<file path="config.mk">
export PLATFORM = sky130hd
export DESIGN_NAME = tx_rx_receiver_flat
export DESIGN_NICKNAME = d
export VERILOG_FILES = /design/src/rtl/tx_rx_receiver_if.sv /design/src/rtl/tx_rx_receiver.sv /design/src/flat_wrapper.sv
export SDC_FILE = /design/constraint.sdc
export NUM_CORES = 1
export LEC_CHECK = 0
export CAP_MARGIN = 20
export CORE_MARGIN = 2
export CORE_UTILIZATION = 40
export DETAILED_ROUTE_END_ITERATION = 10
export PLACE_DENSITY = 0.67
export SETUP_SLACK_MARGIN = 0.4
export SYNTH_ARGS = -nofsm -noshare
export SYNTH_HDL_FRONTEND = slang
export SYNTH_SLANG_ARGS = --single-unit
export TNS_END_PERCENT = 100
</file>
<file path="constraint.sdc">
create_clock -name i_clk -period 2 [get_ports i_clk]
set_input_delay 0.4 -clock i_clk [delete_from_list [all_inputs] [get_ports i_clk]]
set_output_delay 0.4 -clock i_clk [all_outputs]
set_load 0.005 [all_outputs]
</file>
<file path="src/rtl/tx_rx_receiver_if.sv">
// rtl/tx_rx_receiver_if.sv - link and result signals between the transmitter side and the serial receiver
interface tx_rx_receiver_if #(
    parameter int DATA_W = 10,
    parameter int CNT_W  = 8
);
    logic              i_rx_ena_n;
    logic              i_serial;
    logic              i_tx_done;
    logic [DATA_W-1:0] o_data;
    logic              o_valid;
    logic              o_frame_err;
    logic              o_busy;
    logic [CNT_W-1:0]  o_frame_cnt;

    // Driving side: start strobe, serial line and done marker out, results in
    modport master (
        output i_rx_ena_n,
        output i_serial,
        output i_tx_done,
        input  o_data,
        input  o_valid,
        input  o_frame_err,
        input  o_busy,
        input  o_frame_cnt
    );

    // Receiver side
    modport slave (
        input  i_rx_ena_n,
        input  i_serial,
        input  i_tx_done,
        output o_data,
        output o_valid,
        output o_frame_err,
        output o_busy,
        output o_frame_cnt
    );
endinterface

</file>
<file path="src/rtl/tx_rx_receiver.sv">
// rtl/tx_rx_receiver.sv - LSB-first serial frame receiver with done-pulse framing check and good-frame counter
module tx_rx_receiver #(
    parameter int DATA_W = 10,
    parameter int CNT_W  = 8
) (
    input  logic           i_clk,
    input  logic           i_rst_n,
    tx_rx_receiver_if.slave bus
);

    typedef enum logic [1:0] {
        IDLE  = 2'd0,
        ALIGN = 2'd1,
        SHIFT = 2'd2
    } state_t;

    // bit_cnt value at the edge that samples the final bit of a frame
    localparam logic [3:0] LAST_BIT = 4'(DATA_W - 1);

    state_t            state;
    logic [3:0]        bit_cnt;
    logic [DATA_W-1:0] sreg;
    logic [DATA_W-1:0] shifted;

    // Shift register contents including the bit sampled at this edge
    assign shifted = {bus.i_serial, sreg[DATA_W-1:1]};

    // Frame FSM: all outputs registered; valid/err are single-cycle pulses
    always_ff @(posedge i_clk or negedge i_rst_n) begin
        if (!i_rst_n) begin
            state           <= IDLE;
            bit_cnt         <= '0;
            sreg            <= '0;
            bus.o_data      <= '0;
            bus.o_valid     <= 1'b0;
            bus.o_frame_err <= 1'b0;
            bus.o_busy      <= 1'b0;
            bus.o_frame_cnt <= '0;
        end else begin
            bus.o_valid     <= 1'b0;
            bus.o_frame_err <= 1'b0;
            case (state)
                IDLE: begin
                    if (!bus.i_rx_ena_n) begin
                        state      <= ALIGN;
                        bus.o_busy <= 1'b1;
                    end
                end
                // One dead cycle while the transmitter loads its word
                ALIGN: begin
                    state   <= SHIFT;
                    bit_cnt <= '0;
                end
                SHIFT: begin
                    sreg    <= shifted;
                    bit_cnt <= bit_cnt + 4'd1;
                    if (bit_cnt == LAST_BIT) begin
                        if (bus.i_tx_done) begin
                            bus.o_data      <= shifted;
                            bus.o_valid     <= 1'b1;
                            bus.o_frame_cnt <= bus.o_frame_cnt + CNT_W'(1);
                        end else begin
                            bus.o_frame_err <= 1'b1;
                        end
                        // A strobe on the last-sample edge chains the next frame with no gap
                        if (!bus.i_rx_ena_n) begin
                            state <= ALIGN;
                        end else begin
                            state      <= IDLE;
                            bus.o_busy <= 1'b0;
                        end
                    end else if (bus.i_tx_done) begin
                        // Done arrived before the last bit: frame is short, drop it
                        bus.o_frame_err <= 1'b1;
                        state           <= IDLE;
                        bus.o_busy      <= 1'b0;
                    end
                end
                default: begin
                    state      <= IDLE;
                    bus.o_busy <= 1'b0;
                end
            endcase
        end
    end

endmodule

</file>
<file path="src/flat_wrapper.sv">
// flat-port wrapper written by rule: the top's interface ports become plain ports
module tx_rx_receiver_flat 
#(
    parameter int DATA_W = 10,
    parameter int CNT_W  = 8
)
  (i_clk, i_rst_n, bus_i_rx_ena_n, bus_i_serial, bus_i_tx_done, bus_o_data, bus_o_valid, bus_o_frame_err, bus_o_busy, bus_o_frame_cnt);
  tx_rx_receiver_if #(.DATA_W(DATA_W), .CNT_W(CNT_W)) bus_i ();
  input  logic i_clk;
  input  logic i_rst_n;
  input wire logic [$bits(bus_i.i_rx_ena_n)-1:0] bus_i_rx_ena_n;
  input wire logic [$bits(bus_i.i_serial)-1:0] bus_i_serial;
  input wire logic [$bits(bus_i.i_tx_done)-1:0] bus_i_tx_done;
  output wire logic [$bits(bus_i.o_data)-1:0] bus_o_data;
  output wire logic [$bits(bus_i.o_valid)-1:0] bus_o_valid;
  output wire logic [$bits(bus_i.o_frame_err)-1:0] bus_o_frame_err;
  output wire logic [$bits(bus_i.o_busy)-1:0] bus_o_busy;
  output wire logic [$bits(bus_i.o_frame_cnt)-1:0] bus_o_frame_cnt;
  assign bus_i.i_rx_ena_n = bus_i_rx_ena_n;
  assign bus_i.i_serial = bus_i_serial;
  assign bus_i.i_tx_done = bus_i_tx_done;
  assign bus_o_data = bus_i.o_data;
  assign bus_o_valid = bus_i.o_valid;
  assign bus_o_frame_err = bus_i.o_frame_err;
  assign bus_o_busy = bus_i.o_busy;
  assign bus_o_frame_cnt = bus_i.o_frame_cnt;
  tx_rx_receiver #(.DATA_W(DATA_W), .CNT_W(CNT_W)) u_core (.i_clk(i_clk), .i_rst_n(i_rst_n), .bus(bus_i));
endmodule
</file>
==> run_results.csv <==
group,metric,value,unit
outcome,status,"completed",
detailed_routing,first_pass_iters,4,
detailed_routing,drc,0,
cts,cts_hold_buf,0,
floorplan,fp.coreArea,3740,µm²
placed_design,portBuffers,25,
timing,fin_worst_skew,3.88,ps
timing,setup_viol,0,
floorplan,start_util,42.6,%
timing,tns,0,ps
power_and_ir_drop,p_sw_share,30.1,%
power_and_ir_drop,leakagePower,0.00111,µW
worst_hold_path,hold_path.class,"register to register",
cts,clkLatencyLatePin,290,ps
global_route,grt_pass1_wl,5.23,mm
layout,antenna_cells,0,
cts,cts.htree.levels,2,
power_and_ir_drop,power_density,938,nW/µm²
timing,hold_viol_final,0,
layout,nets,180,
worst_setup_path,cp_num_buf_inv,1,
detailed_routing,postRouteAntennaNets,0,
synthesis,synth_seq_cells,36,
synthesis,synth_edf_count,0,
placed_design,gp_congestion,0.704,
worst_setup_path,crit_path_start,"u_core.bit_cnt[1]",
synthesis,postSynthCellCount,124,
timing,hold-worst-slack,467,ps
global_route,overflow,0,
synthesis,synthFlopType,"dfrtp_1",
synthesis,yosysWarningCount,0,
synthesis,seq_area_frac_synth,56.4,%
global_route,grt_max_degree,37,
timing,maxSlewHeadroom,71.0,%
detailed_routing,post_drt_wl_per_cell,13.3,µm
detailed_routing,vias,1061,
placed_design,dp_hpwl,1.94,mm
layout,drive_gt1_share,33.7,%
worst_setup_path,arrival,1810,ps
synthesis,syn_avg_cell_area,12.9,µm²
power_and_ir_drop,peakVddDrop,0.000572,V
cts,cts_buffers,5,
detailed_routing,routed_wl,2.90,mm
cts,clock-sinks,36,
worst_setup_path,rr_startpoint,"u_core.bit_cnt[1]",
cts,cts_root_buf,"clkbuf_8",
detailed_routing,viasPerCell,4.89,
global_route,grt_pass1_vias,1151,
layout,fin_cells,217,
cts,tritoncts,"built",
synthesis,async_reset_ff_share,100,%
timing,worstMarginPinSlew,435,ps
worst_setup_path,required,2220,ps
timing,layout_min_cycle_time,1600,ps
power_and_ir_drop,seq_power_share,47.2,%
worst_setup_path,cp_max_fo,4,
placed_design,place_inst,196,
layout,fill_cells,332,
timing,min_period_over_period,79.9,%
worst_setup_path,critical_path_class,"register to register",
global_route,grt_usage,16.0,%
layout,areaGrowthSynthToFinish,33.7,%
floorplan,die_area,4510,µm²
floorplan,die_w,67.2,µm
power_and_ir_drop,p_sw,604,µW
cts,cts_buffer_depth,2,
timing,grt_setup_unrepaired,"true",
worst_setup_path,cp_cell_sequence,"inv_2, ha_2, and4b_2, or4b_4, o221ai_2",
timing,max_freq,0.626,GHz
synthesis,synth_area,1600,µm²
floorplan,placementRows,22,
synthesis,yosysUniqueCellTypes,29,
flow_run,max_cap_violations,0,
floorplan,die_h,67.2,µm
worst_setup_path,critPathTopFamily,"simple AND/OR/NAND/NOR gates",
worst_setup_path,start_kind,"register",
timing,maxSlewViolCount,0,
power_and_ir_drop,power.internal,1400,µW
cts,clkTransAtPathRegs,70,ps
worst_setup_path,end_kind,"register",
synthesis,syn-num-nets,136,
worst_setup_path,cpPeakStageDelay,490,ps
layout,post-route-util,57.0,%
worst_setup_path,slowest_stage,"or4b_4",
floorplan,io-pin-count,26,
global_route,antenna_found_initial,0,
detailed_routing,drtIter0Drc,39,
worst_hold_path,worstHoldStart,"u_core.bus.o_frame_cnt[7]",
power_and_ir_drop,combPwrFrac,27.3,%
power_and_ir_drop,total_power,2000,µW
power_and_ir_drop,power_frac_clock,25.6,%
[worst register-to-register path: cells and delay by family (launching register included)]
family / cells / cell delay [ps]
AOI/OAI and AO/OA: 1 / 150
DFF: 1 / 380
adders and majority gates: 1 / 170
buffers and inverters: 1 / 50
and+or+nand+nor: 2 / 770
[kinds of logic (layout without fill, tap and decap cells)]
family	count (synthesis)	after routing	share of synthesized area, %
multiplexers	22	22	15.4
adder cells (fa/ha/maj)	7	7	5.49
buffers and inverters	12	57	3.37
AND/OR/NAND/NOR	29	29	10.5
flip-flops	36	36	56.4
XOR/XNOR	8	8	4.39
AO/OA/AOI/OAI	10	10	4.39
[per-stage QoR]
stage	worst slack, ps	instance area (µm²)
floorplan	373	1610
global placement	327	1910
detailed placement	272	1910
CTS	401	2090
global route	306	2130
finish	401	2130
[cells in the mapped netlist, types with 2 or more instances]
cell       count  share of area (%)
and3_1         2               0.78
dfrtp_1       36                 56
ha_1           7                5.5
inv_1          8                1.9
mux2_2        21                 15
nand2_1        3               0.71
nand2b_1       2               0.78
nand3_1        4                1.3
nand4_1        2               0.78
nor2_1         6                1.4
nor3_1         2               0.63
o21ai_0        5                1.6
o2bb2ai_1      2                1.1
or3_1          3                1.2
xnor2_1        5                2.7
xor2_1         3                1.6
[area by class of cell]
cell class / count / area [µm²] / share of cell area, %
sequential: 36 / 901 / 42.2
multi-input combinational: 76 / 669 / 31.4
timing repair buffer: 41 / 387 / 18.1
clock buffer: 5 / 68.8 / 3.22
tap: 48 / 60.1 / 2.81
inverter: 8 / 30.0 / 1.41
clock inverter: 3 / 18.8 / 0.879
[layout by cell type (no fill, tap or decap), types with 3 or more instances in the layout]
master,count
nand2_1,3
nand3_1,4
buf_4,15
inv_1,6
clkdlybuf4s50_1,20
o21ai_0,4
ha_1,5
xor2_1,3
dfrtp_1,36
dlymetal6s2s_1,5
mux2_2,21
clkbuf_8,5
nor2_1,6
or3_1,3
xnor2_1,5
[power groups by stage]
stage	clock, µW	combinational, µW	sequential, µW
global placement	0	470	957
floorplan	0	362	940
CTS	534	536	944
finish	512	546	945
global route	572	614	969
detailed placement	0	492	969
[routing by layer]
layer	vias up	track usage, %	share of wire (%)
met5	-	0	0
met4	0	7.91	2.5
met3	7	6.33	5.5
met2	20	25.7	49
met1	520	18.7	43
li1	514	-	-
[flip-flops by register name, summed over array words and instances (netlist names)]
register,flops
u_core.bus.o_frame_err,1
u_core.state,2
u_core.bus.o_busy,1
u_core.bit_cnt,4
u_core.sreg,9
u_core.bus.o_data,10
u_core.bus.o_frame_cnt,8
u_core.bus.o_valid,1
[what timing repair did]
action,CTS,global route
gates cloned,0,0
pin swaps,1,4
setup buffers,11,2
setup endpoints to repair,22,20
resized for setup,3,11
[worst paths after layout]
path,to,slack (ps),depth (start not counted)
max in group asynchronous,u_core.bus.o_data[3],1170,2
setup reg to reg,u_core.bus.o_busy,400,5
hold reg to reg,u_core.bus.o_frame_cnt[7],470,1
min in group asynchronous,u_core.state[1],510,2
setup / recovery,u_core.bus.o_busy,400,5
hold / removal,u_core.bus.o_frame_cnt[7],470,1
Power figures use the tool's default switching activity.
